===== config.mk =====
export PLATFORM = sky130hd
export DESIGN_NAME = ysyx_24120013_idu
export DESIGN_NICKNAME = d
export VERILOG_FILES = /design/src/rtl/ysyx_24120013_pkg.sv /design/src/rtl/ysyx_24120013_imm_gen.sv /design/src/rtl/ysyx_24120013_idu.sv
export SDC_FILE = /design/constraint.sdc
export NUM_CORES = 1
export LEC_CHECK = 0
export CAP_MARGIN = 40
export CORE_ASPECT_RATIO = 0.8
export CORE_MARGIN = 2
export CORE_UTILIZATION = 50
export DETAILED_ROUTE_END_ITERATION = 16
export PLACE_DENSITY_LB_ADDON = 0.3
export SLEW_MARGIN = 10
export SYNTH_ARGS = -nofsm -noshare
export SYNTH_HDL_FRONTEND = slang
export SYNTH_SLANG_ARGS = --single-unit

===== constraint.sdc =====
create_clock -name clk -period 9.3 [get_ports clk]
set_clock_uncertainty 0.1 [all_clocks]
set_input_delay 2.79 -clock clk [delete_from_list [all_inputs] [get_ports clk]]
set_output_delay 2.79 -clock clk [all_outputs]
set_load 0.05 [all_outputs]

===== src/rtl/ysyx_24120013_pkg.sv =====
// Shared decode constants for the NPC front end: command encodings,
// opcode/funct values and immediate formats.
package ysyx_24120013_pkg;

  localparam int CMD_WIDTH = 4;

  typedef enum logic [CMD_WIDTH-1:0] {
    CMD_NOP     = 4'd0,
    CMD_ADDI    = 4'd1,
    CMD_LUI     = 4'd2,
    CMD_AUIPC   = 4'd3,
    CMD_ADD     = 4'd4,
    CMD_JAL     = 4'd5,
    CMD_JALR    = 4'd6,
    CMD_EBREAK  = 4'd7,
    CMD_ILLEGAL = 4'd15
  } cmd_e;

  typedef enum logic [1:0] {
    IMM_NONE,
    IMM_I,
    IMM_U,
    IMM_J
  } imm_type_e;

  localparam logic [6:0]  OPC_OP_IMM  = 7'b0010011;
  localparam logic [6:0]  OPC_LUI     = 7'b0110111;
  localparam logic [6:0]  OPC_AUIPC   = 7'b0010111;
  localparam logic [6:0]  OPC_OP      = 7'b0110011;
  localparam logic [6:0]  OPC_JAL     = 7'b1101111;
  localparam logic [6:0]  OPC_JALR    = 7'b1100111;
  localparam logic [2:0]  F3_ADD      = 3'b000;
  localparam logic [6:0]  F7_ADD      = 7'b0000000;
  localparam logic [31:0] INST_EBREAK = 32'h0010_0073;

endpackage


===== src/rtl/ysyx_24120013_imm_gen.sv =====
// Combinational immediate extraction: classifies the format from the opcode
// and produces the sign-extended immediate (zero for formats without one).
module ysyx_24120013_imm_gen
  import ysyx_24120013_pkg::*;
#(
  parameter int DATA_WIDTH = 32
) (
  input  logic [6:0]            opcode,
  input  logic [31:12]          inst_hi,
  output imm_type_e             imm_type,
  output logic [DATA_WIDTH-1:0] imm
);

  always_comb begin
    imm_type = IMM_NONE;
    unique case (opcode)
      OPC_OP_IMM, OPC_JALR: imm_type = IMM_I;
      OPC_LUI, OPC_AUIPC:   imm_type = IMM_U;
      OPC_JAL:              imm_type = IMM_J;
      default:              imm_type = IMM_NONE;
    endcase
  end

  always_comb begin
    imm = '0;
    unique case (imm_type)
      IMM_I:   imm = DATA_WIDTH'($signed(inst_hi[31:20]));
      IMM_U:   imm = DATA_WIDTH'($signed({inst_hi[31:12], 12'b0}));
      IMM_J:   imm = DATA_WIDTH'($signed({inst_hi[31], inst_hi[19:12], inst_hi[20],
                                          inst_hi[30:21], 1'b0}));
      default: imm = '0;
    endcase
  end

endmodule


===== src/rtl/ysyx_24120013_idu.sv =====
// NPC decode stage: decodes the RV32 subset, reads operands, tracks in-flight
// destinations in a busy scoreboard and holds the issued bundle for the EXU.
module ysyx_24120013_idu
  import ysyx_24120013_pkg::*;
#(
  parameter int DATA_WIDTH     = 32,
  parameter int REG_ADDR_WIDTH = 5,
  parameter int CMD_WIDTH      = 4
) (
  input  logic                      clk,
  input  logic                      rst,
  input  logic                      in_valid,
  output logic                      in_ready,
  input  logic [DATA_WIDTH-1:0]     in_inst,
  input  logic [DATA_WIDTH-1:0]     in_pc,
  output logic [REG_ADDR_WIDTH-1:0] rf_raddr1,
  output logic [REG_ADDR_WIDTH-1:0] rf_raddr2,
  input  logic [DATA_WIDTH-1:0]     rf_rdata1,
  input  logic [DATA_WIDTH-1:0]     rf_rdata2,
  input  logic                      wb_en,
  input  logic [REG_ADDR_WIDTH-1:0] wb_addr,
  output logic                      out_valid,
  input  logic                      out_ready,
  output logic [DATA_WIDTH-1:0]     out_imm,
  output logic [DATA_WIDTH-1:0]     out_src1,
  output logic [DATA_WIDTH-1:0]     out_src2,
  output logic [DATA_WIDTH-1:0]     out_pc,
  output logic [REG_ADDR_WIDTH-1:0] out_des,
  output logic [CMD_WIDTH-1:0]      out_command,
  output logic                      halted
);

  localparam int NREG = 1 << REG_ADDR_WIDTH;

  logic [6:0]                opcode, funct7;
  logic [2:0]                funct3;
  logic [REG_ADDR_WIDTH-1:0] rs1, rs2, rd;
  imm_type_e                 imm_type;
  logic [DATA_WIDTH-1:0]     imm_raw, imm_dec, src1_dec, src2_dec;
  cmd_e                      cmd;
  logic                      uses_rs1, uses_rs2, writes_rd;
  logic [REG_ADDR_WIDTH-1:0] des_dec;
  logic                      hazard, issue;
  logic [NREG-1:0]           busy, busy_d;

  logic                      vld_p1, halted_q;
  logic [DATA_WIDTH-1:0]     imm_p1, src1_p1, src2_p1, pc_p1;
  logic [REG_ADDR_WIDTH-1:0] des_p1;
  cmd_e                      cmd_p1;

  assign opcode = in_inst[6:0];
  assign rd     = in_inst[7 +: REG_ADDR_WIDTH];
  assign funct3 = in_inst[14:12];
  assign rs1    = in_inst[15 +: REG_ADDR_WIDTH];
  assign rs2    = in_inst[20 +: REG_ADDR_WIDTH];
  assign funct7 = in_inst[31:25];

  assign rf_raddr1 = rs1;
  assign rf_raddr2 = rs2;

  ysyx_24120013_imm_gen #(.DATA_WIDTH(DATA_WIDTH)) u_imm_gen (
    .opcode   (opcode),
    .inst_hi  (in_inst[31:12]),
    .imm_type (imm_type),
    .imm      (imm_raw)
  );

  always_comb begin
    cmd       = CMD_ILLEGAL;
    uses_rs1  = 1'b0;
    uses_rs2  = 1'b0;
    writes_rd = 1'b0;
    if (in_inst[31:0] == INST_EBREAK) begin
      cmd = CMD_EBREAK;
    end else begin
      unique case (opcode)
        OPC_OP_IMM: if (funct3 == F3_ADD) begin
          cmd = CMD_ADDI; uses_rs1 = 1'b1; writes_rd = 1'b1;
        end
        OPC_LUI:   begin cmd = CMD_LUI;   writes_rd = 1'b1; end
        OPC_AUIPC: begin cmd = CMD_AUIPC; writes_rd = 1'b1; end
        OPC_OP: if (funct3 == F3_ADD && funct7 == F7_ADD) begin
          cmd = CMD_ADD; uses_rs1 = 1'b1; uses_rs2 = 1'b1; writes_rd = 1'b1;
        end
        OPC_JAL:   begin cmd = CMD_JAL;   writes_rd = 1'b1; end
        OPC_JALR: if (funct3 == F3_ADD) begin
          cmd = CMD_JALR; uses_rs1 = 1'b1; writes_rd = 1'b1;
        end
        default: cmd = CMD_ILLEGAL;
      endcase
    end
  end

  // Operands the instruction does not use, and x0 reads, are forced to zero.
  assign imm_dec  = (imm_type == IMM_NONE || cmd == CMD_ILLEGAL) ? '0 : imm_raw;
  assign src1_dec = (uses_rs1 && rs1 != '0) ? rf_rdata1 : '0;
  assign src2_dec = (uses_rs2 && rs2 != '0) ? rf_rdata2 : '0;
  assign des_dec  = writes_rd ? rd : '0;

  assign hazard   = (uses_rs1 & busy[rs1]) | (uses_rs2 & busy[rs2]) | (writes_rd & busy[rd]);
  assign in_ready = ~rst & ~halted_q & ~hazard & (~vld_p1 | out_ready);
  assign issue    = in_valid & in_ready;

  always_comb begin
    busy_d = busy;
    if (wb_en && wb_addr != '0) busy_d[wb_addr] = 1'b0;
    if (issue && writes_rd && rd != '0) busy_d[rd] = 1'b1;
    busy_d[0] = 1'b0;
  end

  // Stage p1: issued bundle register feeding the EXU
  always_ff @(posedge clk) begin
    if (rst) begin
      vld_p1   <= 1'b0;
      imm_p1   <= '0;
      src1_p1  <= '0;
      src2_p1  <= '0;
      pc_p1    <= '0;
      des_p1   <= '0;
      cmd_p1   <= CMD_NOP;
      halted_q <= 1'b0;
      busy     <= '0;
    end else begin
      busy <= busy_d;
      if (issue) begin
        vld_p1  <= 1'b1;
        imm_p1  <= imm_dec;
        src1_p1 <= src1_dec;
        src2_p1 <= src2_dec;
        pc_p1   <= in_pc;
        des_p1  <= des_dec;
        cmd_p1  <= cmd;
        if (cmd == CMD_EBREAK) halted_q <= 1'b1;
      end else if (out_ready) begin
        vld_p1 <= 1'b0;
      end
    end
  end

  assign out_valid   = vld_p1;
  assign out_imm     = imm_p1;
  assign out_src1    = src1_p1;
  assign out_src2    = src2_p1;
  assign out_pc      = pc_p1;
  assign out_des     = des_p1;
  assign out_command = CMD_WIDTH'(cmd_p1);
  assign halted      = halted_q;

endmodule


==> results by group <==
Route
  • Via/cell ratio: 5.59
  • 1st-iter DRT viols: 787
  • Avg WL per Cell: 19.2 µm
  • Number of remaining DRC errors: 0
  • Detail Route Antenna Nets: 0
  • Via Count: 7963
  • Drt total wl: 27.3 mm
  • Pre-antenna DRT Iters: 5

Clock tree
  • CTS Root Cell: clkbuf_16
  • Post-CTS Hold Fix Bufs: 0
  • Sink Count: 170
  • Clk Latency, worst-skew pair: 0.44 ns
  • CTS clk-pin slew, worst paths: 0.07 ns
  • H-tree depth: 4
  • Postcts setup bufs: 0
  • TritonCTS clock tree: built
  • Post_cts resized: 0
  • Clock buffer depth: 2
  • CTS Buf Count: 17

Placement
  • Gpl congestion: 0.955
  • Detailed Place HPWL: 19.8 mm
  • Placed cell area: 11700 µm²
  • Port Buffers: 287

Global routing
  • Vias in the first global route: 7477
  • Largest net degree at the start of global routing: 100
  • Antenna violations before repair: 2
  • Total track usage: 28.2%
  • First-pass GRT wire length: 41.3 mm
  • Remaining global-route overflow: 0

Critical path
  • Delay of the slowest critical-path stage: 0.83 ns
  • CP startpoint kind: primary input
  • Critical Path, Cell by Cell: clkdlybuf4s50_1 > mux4_2 > mux2_2 > o22ai_1 > a2111o_1 > nand2_1 > nor2_1 > buf_4
  • Setup slack, reg-to-reg: 6.00 ns
  • CP Capture Type: output pin
  • R2R Path End: out_src1[11]$_SDFFE_PP0P_
  • Worst flop-to-flop path startpoint: busy[10]$_SDFF_PP0_
  • Crit path from: in_inst[8]
  • Worst EP required: 6.41 ns
  • R2R depth: 7
  • CP max FO: 11
  • Crit path capture: in_ready
  • Arrival time worst endpoint: 5.32 ns
  • Crit path kind: primary input to output pin
  • Slowest-stage cell, CP: clkdlybuf4s50_1

STA
  • Slew Viols, Final: 0
  • Max_slew headroom: 40.1%
  • Final Critical Period: 8.21 ns
  • Max Clk Rate: 122 MHz
  • Final period util: 88.3%
  • Final Hold Violating Endpoints: 0
  • Sum Neg Setup Slack: 0 ns
  • Final Setup Violations: 0
  • RSZ-0062 raised after global routing: no
  • Slew @ Worst Pin: 0.896 ns

Synthesis
  • Synth Register Bits: 170
  • Syn nets: 1081
  • Syn Area/Cell: 9.33 µm²
  • Cell area after synthesis: 8800 µm²
  • Yosys top cell area share: 38.7%
  • Syn Inst Count: 943
  • Sequential area share after synthesis: 38.7%
  • Synth async-reset ratio: 0%
  • Most numerous cell in the Yosys netlist: dfxtp_1
  • Top FF cell, synth: dfxtp_1
  • Area contributors post-synth: dfxtp_1, mux2i_1, nand2b_1, mux2_2, nor2b_1
  • YS warnings: 0
  • Distinct cells, synth: 54
  • Synth top cells by count: dfxtp_1, nand2_1, mux2i_1, nand2b_1, nor2b_1
  • Post-synth EDFFs: 0
  • Largest area contributor in the netlist: dfxtp_1

Floorplan
  • FP Rows: 43
  • Die W: 152 µm
  • Initial Util: 50.9%
  • Die Span Y: 123 µm
  • I/O pins: 288
  • Core area: 17300 µm²
  • Die Footprint: 18700 µm²

Finish
  • Multi-input logic area: 4960 µm²
  • Nets: 1323
  • Post-route cell area: 12300 µm²
  • Fillcell total: 1303
  • Seq. cell area: 3400 µm²
  • Layout cell share with drive strength beyond 1: 10.2%
  • Area Overhead vs Synth: 39.3%

Power
  • Pwr dens: 142 nW/µm²
  • Pleak: 4.59 nW
  • Max IR drop VDD: 0.000123 V

Run status
  • Status: completed

Flow run
  • Number of max-cap violations: 0

Min path
  • Worst Hold Class: flop to flop
-- cell usage in the layout (no fill, tap or decap), types with 3 or more instances in the layout --
| master | count |
|---|---|
| clkdlybuf4s50_1 | 285 |
| dfxtp_1 | 170 |
| nand2_1 | 119 |
| mux2i_1 | 102 |
| nand2b_1 | 91 |
| nor2b_1 | 72 |
| o21ai_0 | 49 |
| mux2_2 | 41 |
| nand3_1 | 29 |
| nand3b_1 | 27 |
| a21oi_1 | 25 |
| nor2_1 | 25 |
| mux4_2 | 17 |
| clkbuf_16 | 17 |
| buf_4 | 17 |
| mux2_1 | 13 |
| nand4_1 | 10 |
| nor3_1 | 10 |
| nor3b_1 | 8 |
| or4_1 | 5 |
| or3_1 | 4 |
| nand4b_1 | 4 |
| o41ai_1 | 4 |
| inv_6 | 4 |
| clkinvlp_4 | 4 |
| a211oi_1 | 3 |
-- worst max-delay path: cells and delay by family --
kind | cells | cell delay (ns)
simple gates | 2 | 0.19
compound gates | 2 | 0.43
mux | 2 | 0.84
buf+inv | 2 | 1.05
-- state kept, by name, summed over array words and instances, names as in the netlist, 4 cells and up --
| name | flops |
|---|---|
| out_pc | 32 |
| out_des | 5 |
| out_src2 | 32 |
| out_command | 4 |
| out_imm | 32 |
| busy | 31 |
| out_src1 | 32 |
-- report_power, final --
| group | switching, W | internal [W] | leakage (nW) | total (W) |
|---|---|---|---|---|
| Clock | 0.000320 | 0.000409 | 0.284 | 0.000729 |
| Sequential | 0.00000681 | 0.000741 | 1.38 | 0.000748 |
| Combinational | 0.000145 | 0.000123 | 2.93 | 0.000269 |
| Total | 0.000473 | 0.00127 | 4.59 | 0.00175 |
-- per-stage QoR --
step | setup WS [ns] | util, % | hold WS (ns) | cells | power, W
after floorplan | 1.58 | - | 0.381 | 943 | 0.000918
after global placement | 1.16 | 67.3 | 0.360 | 1389 | 0.00103
after detailed placement | 1.10 | 67.5 | 0.366 | 1391 | 0.00103
after CTS | 1.10 | 71.0 | 0.377 | 1423 | 0.00176
after global routing | 0.995 | 71.0 | 0.394 | 1424 | 0.00179
final | 1.09 | 71.0 | 0.374 | 1424 | 0.00175
-- cell type report --
| type | instances | area share (%) |
|---|---|---|
| sequential | 170 | 27.8 |
| timing repair buffer | 304 | 24.6 |
| tap | 225 | 2.30 |
| inverter | 2 | 0.0612 |
| multi-input combinational | 690 | 40.4 |
| clock inverter | 14 | 1.29 |
| antenna | 1 | 0.0204 |
| clock buffer | 18 | 3.58 |
-- worst min path at each step --
stage,cells past startpoint,end,startpoint,slack (ns)
4_1_cts,2,out_src2[7]$_SDFFE_PP0P_,out_src2[7]$_SDFFE_PP0P_,0.38
5_1_grt,2,out_src2[22]$_SDFFE_PP0P_,out_src2[22]$_SDFFE_PP0P_,0.39
2_1_floorplan,2,busy[3]$_SDFF_PP0_,busy[3]$_SDFF_PP0_,0.38
6_report,2,out_src1[13]$_SDFFE_PP0P_,out_src1[13]$_SDFFE_PP0P_,0.37
3_3_place_gp,2,out_src1[14]$_SDFFE_PP0P_,out_src1[14]$_SDFFE_PP0P_,0.36
3_5_place_dp,2,out_src1[29]$_SDFFE_PP0P_,out_src1[29]$_SDFFE_PP0P_,0.37
-- cells by family after synthesis --
family,after synthesis,synth area share [%]
muxes,173,22.9
DFF,170,38.7
AOI/OAI and AO/OA,97,6.97
buffers and inverters,83,5.28
and+or+nand+nor,420,26.2
-- layer usage --
| layer | track usage [%] | share of wire [%] |
|---|---|---|
| met4 | 9.87 | 2.7 |
| met5 | 0 | 0.048 |
| met3 | 11.6 | 11 |
| met1 | 35.9 | 41 |
| met2 | 43.4 | 44 |
Power figures use the tool's default switching activity.
